### src/rtl/div_seq.sv
// 32-bit restoring divider: 32 shift/subtract iterations, one sign-fix cycle, one-cycle done pulse.
// Define DIV_SIGNED_EN to build two's-complement division selected by signed_op.
module div_seq (
    input  logic        clk,
    input  logic        reset,
    input  logic        start,
    input  logic [31:0] din_a,
    input  logic [31:0] din_b,
    input  logic        signed_op,
    output logic        busy,
    output logic        done,
    output logic [31:0] quotient,
    output logic [31:0] remainder,
    output logic        div0
);

    typedef enum logic [1:0] {IDLE, RUN, FIX, DONE} state_t;

    state_t      state_q, state_d;
    logic [5:0]  cnt_q, cnt_d;
    logic [32:0] rem_q, rem_d;
    logic [31:0] quo_q, quo_d;
    logic [31:0] divisor_q, divisor_d;
    logic        bzero_q, bzero_d;
    logic        busy_q, busy_d;
    logic        done_q, done_d;
    logic [31:0] quotient_q, quotient_d;
    logic [31:0] remainder_q, remainder_d;
    logic        div0_q, div0_d;

    logic        accept;
    logic [31:0] mag_a, mag_b;
    logic [31:0] q_fix, r_fix;
    logic [32:0] shifted;
    logic [33:0] trial;

    // A start seen during the done pulse is dropped; the next accept is one cycle later.
    assign accept = (state_q == IDLE) && start && !done_q;

`ifdef DIV_SIGNED_EN
    logic a_neg, b_neg;
    logic qneg_q, qneg_d, rneg_q, rneg_d;

    assign a_neg = signed_op & din_a[31];
    assign b_neg = signed_op & din_b[31];
    assign mag_a = a_neg ? (32'd0 - din_a) : din_a;
    assign mag_b = b_neg ? (32'd0 - din_b) : din_b;
    assign q_fix = qneg_q ? (32'd0 - quo_q) : quo_q;
    assign r_fix = rneg_q ? (32'd0 - rem_q[31:0]) : rem_q[31:0];

    always_comb begin
        qneg_d = qneg_q;
        rneg_d = rneg_q;
        if (accept) begin
            qneg_d = a_neg ^ b_neg;
            rneg_d = a_neg;
        end
    end

    always_ff @(posedge clk or posedge reset) begin
        if (reset) begin
            qneg_q <= 1'b0;
            rneg_q <= 1'b0;
        end else begin
            qneg_q <= qneg_d;
            rneg_q <= rneg_d;
        end
    end
`else
    logic unused_signed_op;

    assign unused_signed_op = signed_op;
    assign mag_a = din_a;
    assign mag_b = din_b;
    assign q_fix = quo_q;
    assign r_fix = rem_q[31:0];
`endif

    assign shifted = {rem_q[31:0], quo_q[31]};
    assign trial   = {1'b0, shifted} - {2'b00, divisor_q};

    always_comb begin
        // NOTE: every _d gets its hold value first so no path through this block can infer a latch.
        state_d     = state_q;
        cnt_d       = cnt_q;
        rem_d       = rem_q;
        quo_d       = quo_q;
        divisor_d   = divisor_q;
        bzero_d     = bzero_q;
        busy_d      = busy_q;
        done_d      = 1'b0;
        quotient_d  = quotient_q;
        remainder_d = remainder_q;
        div0_d      = div0_q;

        unique case (state_q)
            IDLE: begin
                if (accept) begin
                    rem_d     = 33'd0;
                    quo_d     = mag_a;
                    divisor_d = mag_b;
                    bzero_d   = (din_b == 32'd0);
                    cnt_d     = 6'd32;
                    busy_d    = 1'b1;
                    state_d   = RUN;
                end
            end
            RUN: begin
                // trial[33] is the borrow: restore (keep shifted) when the subtract goes negative.
                if (!trial[33]) begin
                    rem_d = trial[32:0];
                    quo_d = {quo_q[30:0], 1'b1};
                end else begin
                    rem_d = shifted;
                    quo_d = {quo_q[30:0], 1'b0};
                end
                cnt_d = cnt_q - 6'd1;
                if (cnt_q == 6'd1) begin
                    state_d = FIX;
                end
            end
            FIX: begin
                quotient_d  = bzero_q ? 32'hFFFF_FFFF : q_fix;
                remainder_d = r_fix;
                div0_d      = bzero_q;
                state_d     = DONE;
            end
            DONE: begin
                busy_d  = 1'b0;
                done_d  = 1'b1;
                state_d = IDLE;
            end
            default: state_d = IDLE;
        endcase
    end

    always_ff @(posedge clk or posedge reset) begin
        if (reset) begin
            state_q     <= IDLE;
            cnt_q       <= 6'd0;
            rem_q       <= 33'd0;
            quo_q       <= 32'd0;
            divisor_q   <= 32'd0;
            bzero_q     <= 1'b0;
            busy_q      <= 1'b0;
            done_q      <= 1'b0;
            quotient_q  <= 32'd0;
            remainder_q <= 32'd0;
            div0_q      <= 1'b0;
        end else begin
            state_q     <= state_d;
            cnt_q       <= cnt_d;
            rem_q       <= rem_d;
            quo_q       <= quo_d;
            divisor_q   <= divisor_d;
            bzero_q     <= bzero_d;
            busy_q      <= busy_d;
            done_q      <= done_d;
            quotient_q  <= quotient_d;
            remainder_q <= remainder_d;
            div0_q      <= div0_d;
        end
    end

    assign busy      = busy_q;
    assign done      = done_q;
    assign quotient  = quotient_q;
    assign remainder = remainder_q;
    assign div0      = div0_q;

endmodule

### config.mk
export PLATFORM = sky130hd
export DESIGN_NAME = div_seq
export DESIGN_NICKNAME = d
export VERILOG_FILES = /design/src/rtl/div_seq.sv
export SDC_FILE = /design/constraint.sdc
export NUM_CORES = 1
export LEC_CHECK = 0
export ABC_AREA = 0
export CAP_MARGIN = 10
export CORE_MARGIN = 1.5
export CORE_UTILIZATION = 40
export CTS_BUF_LIST = sky130_fd_sc_hd__clkbuf_8
export DETAILED_ROUTE_END_ITERATION = 8
export PLACE_DENSITY = 0.71
export SETUP_SLACK_MARGIN = 0.1
export SYNTH_ARGS = -nofsm -noshare
export SYNTH_HDL_FRONTEND = slang
export SYNTH_SLANG_ARGS = --single-unit
export TNS_END_PERCENT = 30
### constraint.sdc
create_clock -name clk -period 8.3 [get_ports clk]
set_clock_uncertainty 0.2 [all_clocks]
set_input_delay 1.66 -clock clk [delete_from_list [all_inputs] [get_ports clk]]
set_output_delay 1.66 -clock clk [all_outputs]
set_load 0.005 [all_outputs]
After elaboration in Yosys (flattened, before gate mapping)
Index checks and enable logic that the tools add are counted.
- add/sub/neg operators: 2
- equality and inequality tests: 6
- multiplexer cells: 15
- reductions and logical operators: 11
- operators by type and width (operator ; number):
    two-way mux 32 bit ; 4
    case mux 32 bit (2 select lines) ; 2
    subtractor 33 x 32 -> 34 bit ; 1
    zero test 32 bit ; 1
    case mux 6 bit (2 select lines) ; 1
    case mux 2 bit (4 select lines) ; 1
    AND reduction 2 bit ; 4
    equality test 6 x 1 -> 1 bit, second input constant ; 1
    two-way mux 6 bit ; 1
    subtractor 6 x 1 -> 6 bit, second input constant ; 1
    equality test 2 bit, second input constant ; 2
    two-way mux 2 bit ; 2
    inequality test 2 bit, second input constant ; 2
    nonzero test 2 bit ; 2
    two-way mux 1 bit ; 3
    equality test 2 x 1 -> 1 bit, second input constant ; 1
    logical AND 1 bit ; 2
    zero test 2 bit ; 1
    case mux 1 bit (2 select lines) ; 1
    zero test 1 bit ; 1
- bits in registers: 172
- output and inout port bits: 67

Longest topological paths before layout
Gate-level depths: netlist of the first run.
- depth in word-level cells: 5
- mapped depth: 13

Worst setup path before layout of the first run
OpenSTA, ideal clock, no wires.
- path kind: in2reg
- from: in start
- to: reg divisor_q[10]
- data arrival time: 2.875 ns
- data required time: 7.975 ns
- path slack: 5.100 ns
- stages on the path: 4
- path through: nand3b_1 -> clkbuf_1 -> buf_1 -> mux2_2
- word-level cells in the longest chain between the ends: 3
- RTL lines (item ; RTL line ; source):
    start: declaration ; 6 ; input logic start,
    logical AND 1 bit (2 in series) ; 38 ; assign accept = (state_q == IDLE) && start && !done_q;
    AND reduction 2 bit (no source line) ; -- ;
    end signal: assignment ; 155 ; divisor_q <= divisor_d;
    end: declaration ; 23 ; logic [31:0] divisor_q, divisor_d;
No other way between the ends.
A chain may end at the register's enable or synchronous reset.

Worst setup path in the final report of the first run
- from: in start
- to: reg cnt_q[5]
- word-level cells in the longest chain between the ends: 4
- RTL lines (item ; RTL line ; source):
    logical AND 1 bit (2 in series) ; 38 ;
    inequality test 2 bit (no source line) ; -- ;
    AND reduction 2 bit (no source line) ; -- ;
    end signal: assignment ; 152 ; cnt_q <= cnt_d;
    end: declaration ; 20 ; logic [5:0] cnt_q, cnt_d;
No other way between the ends.

==> flow_metrics.env, run 1 <==
export IMPL_placedCellCount=1246
export IMPL_finalNetCount=1093
export IMPL_dp_hpwl_mm=14.3
export IMPL_hold_class="reg -> reg"
export IMPL_grt_pass1_wl_mm=34.4
export IMPL_cts_resized=0
export IMPL_rr_worst_depth=10
export IMPL_clock_root_buffer="clkbuf_8"
export IMPL_wire_per_inst_um=16.3
export IMPL_multi_input_area_um2=4290
export IMPL_vias_per_cell=5.31
export IMPL_cts_num_sinks=172
export IMPL_rsz0062_at_grt="no"
export IMPL_cp_max_fo=53
export IMPL_critPathBufInv=3
export IMPL_num_rows=54
export IMPL_slowest_stage="o21a_2"
export IMPL_htreeDepth=4
export IMPL_finalMaxSlewViolations=0
export IMPL_core_region_area_um2=21900
export IMPL_vias=6782
export IMPL_whs_path_depth=2
export IMPL_start_util_pct=40.8
export IMPL_ys_flop_type="dfrtp_1"
export IMPL_yosysSeqAreaShare_pct=48.2
export IMPL_fin_util_pct=49.5
export IMPL_cts_hold_buf=0
export IMPL_area_delta_synth_final_pct=21.4
export IMPL_rr_startpoint="rem_q[9]"
export IMPL_p_leak_nw=4.81
export IMPL_startpoint_type="input pin"
export IMPL_antenna_found_initial=0
export IMPL_fill_cells=2042
export IMPL_critPathTopFamily="buffers and inverters"
export IMPL_crit_required_ns=8.40
export IMPL_die_w_um=152
export IMPL_dieArea_um2=23200
export IMPL_place_congestion=0.878
export IMPL_layout_common_cells="dfrtp_1, clkdlybuf4s50_1, nor2_1, nand2_1, mux2_2"
export IMPL_worstSetupEndpointType="flop"
export IMPL_crit_chain="clkdlybuf4s50_1, nand3b_1, buf_4, o21a_2, buf_4, nor4_1, xnor2_1, o21ai_0"
export IMPL_worstSetupPathType="in -> reg"
export IMPL_vdd_drop_max_mv=0.178
export IMPL_syn_area_um2=8940
export IMPL_max_freq_mhz=234
export IMPL_status="completed"
export IMPL_layout_commonest_cell="dfrtp_1"
export IMPL_path_clk_slew_ns=0.09
export IMPL_cts_tree="built"
export IMPL_totalNegativeSetupSlack_ns=0
export IMPL_grt_pass1_vias=6729
export IMPL_whs_endpoint="bzero_q"
export IMPL_synth_cell_types=55
export IMPL_async_flop_share_pct=100
export IMPL_worst_pin_slew_ns=1.09
export IMPL_drtPass1Iterations=6
export IMPL_synth_edf_count=0
export IMPL_cts_path_max_buffers=2
export IMPL_finalPower_mw=4.58
export IMPL_syn_area_per_cell_um2=10.2
export IMPL_cp_data_arrival_time_ns=4.37
export IMPL_die_h_um=152
export IMPL_hold_start="bzero_q"
export IMPL_drt_drc_violations_left=0
export IMPL_critPathMostFrequentCell="buf_4"
export IMPL_timing_final_crit_period_ns=4.26
export IMPL_final_period_utilization_pct=51.4
export IMPL_seq_area_um2=4300
export IMPL_n_antenna_cell=0
export IMPL_dr_first_iter_drc_count=399
export IMPL_grt_use_total_pct=18.3
export IMPL_final_cells=1278
export IMPL_finalSetupViolations=0
export IMPL_power_density_nw_per_um2=422
export IMPL_slowest_delay_ns=0.76
export IMPL_syn_num_nets=980
export IMPL_antenna_left=0
export IMPL_ff2ff_setup_slack_ns=4.55
export IMPL_clk_latency_ns=0.47
export IMPL_dpl_cell_area_um2=10500
export IMPL_cts_buffers=17
export IMPL_yosysTopAreaCell="dfrtp_1"
export IMPL_syn_instance_count=872
export IMPL_yosysWarningCount=0
export IMPL_grt_overflow_total=0
export IMPL_grt_max_degree=67
export IMPL_hold_viol_final=0
export IMPL_totalWireLength_mm=20.8
export IMPL_slew_limit_headroom_pct=27.3
export IMPL_ys_top_cells_by_area="dfrtp_1, mux2_2, ha_1, mux2i_1, nor2_1"
export IMPL_rr_endpoint="rem_q[26]"
export IMPL_ys_seq_elements=172
export IMPL_io_pins=135
export IMPL_synth_top_cell_area_share_pct=48.2
export IMPL_final_area_um2=10800
export IMPL_max_cap_violations=0
export IMPL_portBuffers=133
export IMPL_drive_above_1_share_pct=11.8
export IMPL_cts_setup_buffers=0
## Yosys cell counts (3+ instances only)
cell and count:
and3_1 5, o21ai_0 53, buf_1 5, buf_2 9, and2_1 3, nand2_1 73, buf_6 3, ha_1 39
nor3_1 5, clkbuf_1 31, o21bai_1 3, nand3_1 10, a21o_1 13, mux2_2 67, a31oi_1 5, a32oi_1 14
o21ai_2 3, nand4_1 7, nor4_1 11, o31ai_1 10, dfrtp_1 172, xor2_1 14, xnor2_1 16, nor2b_1 5
o211ai_1 4, or3_1 3, inv_1 40, a21oi_1 59, nand2b_1 4, mux2i_1 48, o21ai_1 19, nor2_1 82
o21a_1 7
## layer usage
metal  track usage (%)  share of wire [%]
met5                 0                  0
met4              4.81                1.2
met3              3.47                5.0
met2              29.0                 45
met1              25.7                 48
## final cells by class
cell class | count | share of cell area (%)
repair buffers | 142 | 12.9
flip-flops and latches | 172 | 39.7
well taps | 280 | 3.23
clock inverters | 13 | 0.842
inverters | 40 | 1.43
multi-input cells | 612 | 39.5
clock buffers | 19 | 2.41
## how the worst max path moves through the flow
stage	startpoint	end	slack, ns	cells after the start
finish	start	cnt_q[5]	4.04	8
global route	start	cnt_q[5]	3.78	8
CTS	start	cnt_q[5]	4.03	8
global placement	start	cnt_q[5]	3.57	8
detailed placement	start	cnt_q[5]	3.54	8
floorplan	reset	busy	1.78	1
## cell families after synthesis
family,after synthesis,synth area share [%]
AOI/OAI and AO/OA,213,14.7
adders and majority gates,40,5.68
DFF,172,48.2
xor gates and xnor gates,30,2.94
muxes,115,13.8
buffers and inverters,88,4.07
and+or+nand+nor,214,10.6
## state kept, by name, indices dropped and copies added, names as in the netlist
name / flops
cnt_q: 6
rem_q: 32
state_q: 2
remainder: 32
quotient: 32
done: 1
busy: 1
bzero_q: 1
div0: 1
q_fix: 32
divisor_q: 32
## power by group
| part | internal (mW) | switching [mW] |
|---|---|---|
| sequential | 1.22 | 0.256 |
| clock | 0.224 | 0.325 |
| combinational | 1.22 | 1.33 |
## worst register-to-register path: cells and delay by family, from the launching register on
kind	cells	cell delay [ns]
flops	1	0.43
simple gates	1	0.39
compound gates	7	1.71
fa+ha+maj	1	0.40
buf+inv	1	0.48
## metrics by stage
step                hold WS (ns)  worst slack, ns
finish                     0.308             4.04
global route               0.320             3.78
detailed placement         0.286             3.54
CTS                        0.308             4.03
floorplan                  0.272             1.78
global placement           0.264             3.57
Power figures use the tool's default switching activity.
==> run 2: changes to the inputs <==
==> constraint.sdc (replaced) <==
create_clock -name clk -period 4.3 [get_ports clk]
set_clock_uncertainty 0.2 [all_clocks]
set_input_delay 0.86 -clock clk [delete_from_list [all_inputs] [get_ports clk]]
set_output_delay 0.86 -clock clk [all_outputs]
set_load 0.005 [all_outputs]
==> run 2 against run 1 <==
Compared with the run above: global-route usage is essentially flat; cell area grew 0.76%; sequential power grew 94%; sequential share of layout area shrank 0.30 points.
==> flow_metrics.env, run 2 (synthesized netlist as in run 1, its figures left out) <==
export IMPL_status="completed"
export IMPL_path_clk_slew_ns=0.10
export IMPL_hold_viol_final=0
export IMPL_layout_common_cells="dfrtp_1, clkdlybuf4s50_1, nor2_1, nand2_1, mux2_2"
export IMPL_cts_setup_buffers=0
export IMPL_grt_overflow_total=0
export IMPL_worstSetupEndpointType="flop"
export IMPL_clk_latency_ns=0.47
export IMPL_cts_tree="built"
export IMPL_power_density_nw_per_um2=818
export IMPL_dr_first_iter_drc_count=413
export IMPL_dpl_cell_area_um2=10500
export IMPL_drtPass1Iterations=5
export IMPL_max_cap_violations=0
export IMPL_cts_resized=0
export IMPL_cts_num_sinks=172
export IMPL_vias=6821
export IMPL_p_leak_nw=4.84
export IMPL_vias_per_cell=5.33
export IMPL_clock_root_buffer="clkbuf_8"
export IMPL_final_area_um2=10900
export IMPL_cp_max_fo=16
export IMPL_grt_max_degree=99
export IMPL_ff2ff_setup_slack_ns=0.84
export IMPL_rsz0062_at_grt="no"
export IMPL_grt_pass1_vias=6719
export IMPL_grt_pass1_wl_mm=34.4
export IMPL_rr_endpoint="rem_q[10]"
export IMPL_finalMaxSlewViolations=0
export IMPL_cts_buffers=17
export IMPL_fin_util_pct=49.9
export IMPL_antenna_found_initial=0
export IMPL_final_cells=1280
export IMPL_cp_endpoint="rem_q[10]"
export IMPL_dp_hpwl_mm=14.5
export IMPL_vdd_drop_max_mv=0.318
export IMPL_area_delta_synth_final_pct=22.3
export IMPL_slew_limit_headroom_pct=23.2
export IMPL_hold_class="reg -> reg"
export IMPL_timing_final_crit_period_ns=3.46
export IMPL_grt_use_total_pct=18.2
export IMPL_cts_hold_buf=0
export IMPL_startpoint_type="flop"
export IMPL_rr_startpoint="rem_q[9]"
export IMPL_htreeDepth=4
export IMPL_drive_above_1_share_pct=12.1
export IMPL_io_pins=135
export IMPL_max_freq_mhz=289
export IMPL_finalSetupViolations=0
export IMPL_final_period_utilization_pct=80.4
export IMPL_placedCellCount=1248
export IMPL_cp_data_arrival_time_ns=3.60
export IMPL_worst_pin_slew_ns=1.15
export IMPL_fill_cells=2014
export IMPL_rr_worst_depth=10
export IMPL_crit_required_ns=4.45
export IMPL_cts_path_max_buffers=2
export IMPL_portBuffers=133
export IMPL_dieArea_um2=23200
export IMPL_totalWireLength_mm=20.7
export IMPL_start_util_pct=40.8
export IMPL_worstSetupPathType="reg -> reg"
export IMPL_critPathLaunch="rem_q[9]"
export IMPL_wire_per_inst_um=16.2
export IMPL_die_h_um=152
export IMPL_n_antenna_cell=0
export IMPL_place_congestion=0.871
export IMPL_totalNegativeSetupSlack_ns=0
export IMPL_antenna_left=0
export IMPL_drt_drc_violations_left=0
export IMPL_core_region_area_um2=21900
export IMPL_layout_commonest_cell="dfrtp_1"
export IMPL_die_w_um=152
export IMPL_num_rows=54
export IMPL_finalNetCount=1095
[run 2: changes by cell type in the layout (fill, tap and decap cells not counted)]
cell and change:
clkinv_2 -4, inv_8 +5, inv_1 -1, clkinv_8 +2
clkbuf_8 -1, buf_12 +2, inv_6 -3, clkinv_4 +2
[run 2: layout make-up]
class                   instances  area [um^2]  area share [%]
multi-input cells             612         4290            39.2
clock inverters                14          149            1.36
flip-flops and latches        172         4300            39.4
repair buffers                144         1440            13.2
inverters                      40          154            1.41
clock buffers                  18          248            2.27
well taps                     280          350            3.21
[run 2: power by group]
group          switching [mW]  leakage [nW]  internal (mW)
sequential              0.504          2.08           2.35
combinational            2.57          2.55           2.38
clock                   0.684         0.199          0.450
[run 2: worst min path at each step]
stage / startpoint / to / slack (ns) / cells after the start
2_1_floorplan: q_fix[10] / q_fix[10] / 0.27 / 2
3_5_place_dp: remainder[7] / remainder[7] / 0.29 / 1
4_1_cts: divisor_q[23] / divisor_q[23] / 0.32 / 1
5_1_grt: divisor_q[26] / divisor_q[26] / 0.33 / 1
3_3_place_gp: q_fix[18] / q_fix[18] / 0.29 / 2
6_report: remainder[6] / remainder[6] / 0.31 / 1
[run 2: per-stage QoR]
step	hold slack [ns]	power (mW)	setup WS, ns
after floorplan	0.272	6.33	1.04
after global placement	0.289	7.71	0.913
after detailed placement	0.295	7.85	0.853
after CTS	0.318	9.01	0.834
after global routing	0.332	9.72	0.636
final	0.312	8.94	0.845
[run 2: routing by layer]
metal / vias to the layer above / global-route usage, % / part of all wire, %
li1: 3331 / - / -
met1: 3291 / 24.9 / 47
met2: 172 / 29.5 / 47
met3: 27 / 3.90 / 4.3
met4: 0 / 4.81 / 1.6
met5: - / 0 / 0
[run 2: critical path, cell delays in order (launching register included)]
cell	delay [ns]
dfrtp_1	0.44
ha_1	0.42
a21o_1	0.22
a221o_1	0.33
a21oi_2	0.23
a21oi_2	0.12
o21ai_2	0.16
a21o_1	0.50
buf_4	0.37
mux2i_1	0.26
o21ai_1	0.08
==> run 3: changes to the inputs <==
==> constraint.sdc (replaced) <==
create_clock -name clk -period 3.4 [get_ports clk]
set_clock_uncertainty 0.2 [all_clocks]
set_input_delay 0.68 -clock clk [delete_from_list [all_inputs] [get_ports clk]]
set_output_delay 0.68 -clock clk [all_outputs]
set_load 0.005 [all_outputs]
==> run 3 against run 2 <==
Compared with the run above: first-iteration DRC count rose by 4.6%; maximum frequency increased by 12%; critical path depth did not move; clock power increased by 27%; flip-flop and latch count unchanged; sequential share of layout area is 0.13 points lower; utilization up 0.17 points.
==> flow_metrics.env, run 3 (synthesized netlist as in run 1, its figures left out) <==
export IMPL_grt_overflow_total=0
export IMPL_crit_chain="ha_1, nand2_1, o21ai_0, a21oi_1, o21ai_2, o21ai_2, a21o_1, buf_4, or4b_1, nand2_1"
export IMPL_grt_max_degree=101
export IMPL_cts_path_max_buffers=2
export IMPL_crit_required_ns=3.62
export IMPL_intPower_mw=6.66
export IMPL_final_cells=1285
export IMPL_grt_use_total_pct=18.4
export IMPL_max_freq_mhz=325
export IMPL_p_comb_share_pct=55.7
export IMPL_rsz0062_at_grt="no"
export IMPL_drt_drc_violations_left=0
export IMPL_cp_data_arrival_time_ns=3.30
export IMPL_worstSetupPathType="reg -> reg"
export IMPL_hold_viol_final=0
export IMPL_die_w_um=152
export IMPL_max_cap_violations=0
export IMPL_final_period_utilization_pct=90.4
export IMPL_portBuffers=133
export IMPL_antenna_left=0
export IMPL_seq_power_share_pct=31.6
export IMPL_vias_per_cell=5.26
export IMPL_timing_final_crit_period_ns=3.07
export IMPL_clockPowerShare_pct=12.7
export IMPL_worstSetupEndpointType="flop"
export IMPL_path_clk_slew_ns=0.10
export IMPL_layout_commonest_cell="dfrtp_1"
export IMPL_critPathBufInv=1
export IMPL_drtPass1Iterations=6
export IMPL_fin_util_pct=50.1
export IMPL_dr_first_iter_drc_count=432
export IMPL_totalNegativeSetupSlack_ns=0
export IMPL_num_rows=54
export IMPL_power_switching_share_pct=41.5
export IMPL_finalNetCount=1100
export IMPL_hold_slack_ns=0.236
export IMPL_slowest_stage="or4b_1"
export IMPL_layout_common_cells="dfrtp_1, clkdlybuf4s50_1, nor2_1, nand2_1, mux2_2"
export IMPL_finalMaxSlewViolations=0
export IMPL_p_sw_mw=4.72
export IMPL_placedCellCount=1253
export IMPL_cts_setup_buffers=0
export IMPL_core_region_area_um2=21900
export IMPL_ff2ff_setup_slack_ns=0.33
export IMPL_clk_latency_ns=0.48
export IMPL_hold_class="in -> async"
export IMPL_dieArea_um2=23200
export IMPL_cts_resized=0
export IMPL_start_util_pct=40.8
export IMPL_area_delta_synth_final_pct=22.7
export IMPL_grt_pass1_wl_mm=34.6
export IMPL_io_pins=135
export IMPL_clock_root_buffer="clkbuf_8"
export IMPL_cts_tree="built"
export IMPL_slew_limit_headroom_pct=44.4
export IMPL_status="completed"
export IMPL_critPathTopFamily="compound AO/OA/AOI/OAI gates"
export IMPL_vdd_drop_max_mv=0.451
export IMPL_cts_hold_buf=0
export IMPL_cts_buffers=17
export IMPL_n_antenna_cell=0
export IMPL_cts_num_sinks=172
export IMPL_rr_endpoint="rem_q[20]"
export IMPL_drive_above_1_share_pct=12.3
export IMPL_worst_pin_slew_ns=0.834
export IMPL_place_congestion=0.909
export IMPL_htreeDepth=4
export IMPL_dp_hpwl_mm=14.5
export IMPL_grt_pass1_vias=6748
export IMPL_finalSetupViolations=0
export IMPL_antenna_found_initial=0
export IMPL_totalWireLength_mm=20.8
export IMPL_rr_worst_depth=10
export IMPL_rr_startpoint="rem_q[19]"
export IMPL_p_leak_nw=4.87
export IMPL_power_density_nw_per_um2=1040
export IMPL_startpoint_type="flop"
export IMPL_vias=6753
export IMPL_slowest_delay_ns=0.54
export IMPL_wire_per_inst_um=16.2
export IMPL_die_h_um=152
export IMPL_cp_max_fo=17
[run 3: changes by cell type in the layout (fill, tap and decap cells not counted), moves of 2 or more]
cell / delta
inv_6: +2
inv_8: -2
clkinv_4: -3
inv_1: +2
buf_4: +4
clkinv_8: -2
[run 3: stage by stage]
stage	power (mW)	instance area, um^2	worst slack (ns)
after floorplan	8.00	8940	0.323
after global placement	9.81	10600	0.383
after detailed placement	9.98	10600	0.363
after CTS	11.5	11000	0.350
after global routing	12.4	11000	0.103
final	11.4	11000	0.325
[run 3: worst max-delay path by stage]
stage | startpoint | end | slack [ns] | cells past startpoint
6_report | rem_q[19] | rem_q[20] | 0.33 | 10
4_1_cts | rem_q[17] | rem_q[20] | 0.35 | 10
5_1_grt | rem_q[17] | rem_q[20] | 0.10 | 10
3_5_place_dp | rem_q[17] | rem_q[20] | 0.36 | 10
3_3_place_gp | rem_q[20] | rem_q[20] | 0.38 | 10
2_1_floorplan | reset | busy | 0.32 | 1
[run 3: final cells by class]
class | instances | area, um^2
clock buffers | 18 | 248
clock inverters | 14 | 135
fillers | 2032 | 10900
inverters | 40 | 154
multi-input cells | 612 | 4290
flip-flops and latches | 172 | 4300
well taps | 280 | 350
repair buffers | 149 | 1490
[run 3: power groups by stage]
stage	sequential, mW	clock, mW	combinational, mW
final	3.60	1.44	6.34
after global placement	3.61	0	6.20
after global routing	3.74	1.57	7.06
after floorplan	3.52	0	4.48
after CTS	3.61	1.48	6.37
after detailed placement	3.64	0	6.33
[run 3: layer usage]
metal / global-route usage (%) / routed length (um)
met1: 25.4 / 9980
met2: 29.3 / 9610
met3: 4.12 / 970
met4: 4.72 / 222
met5: 0 / 0
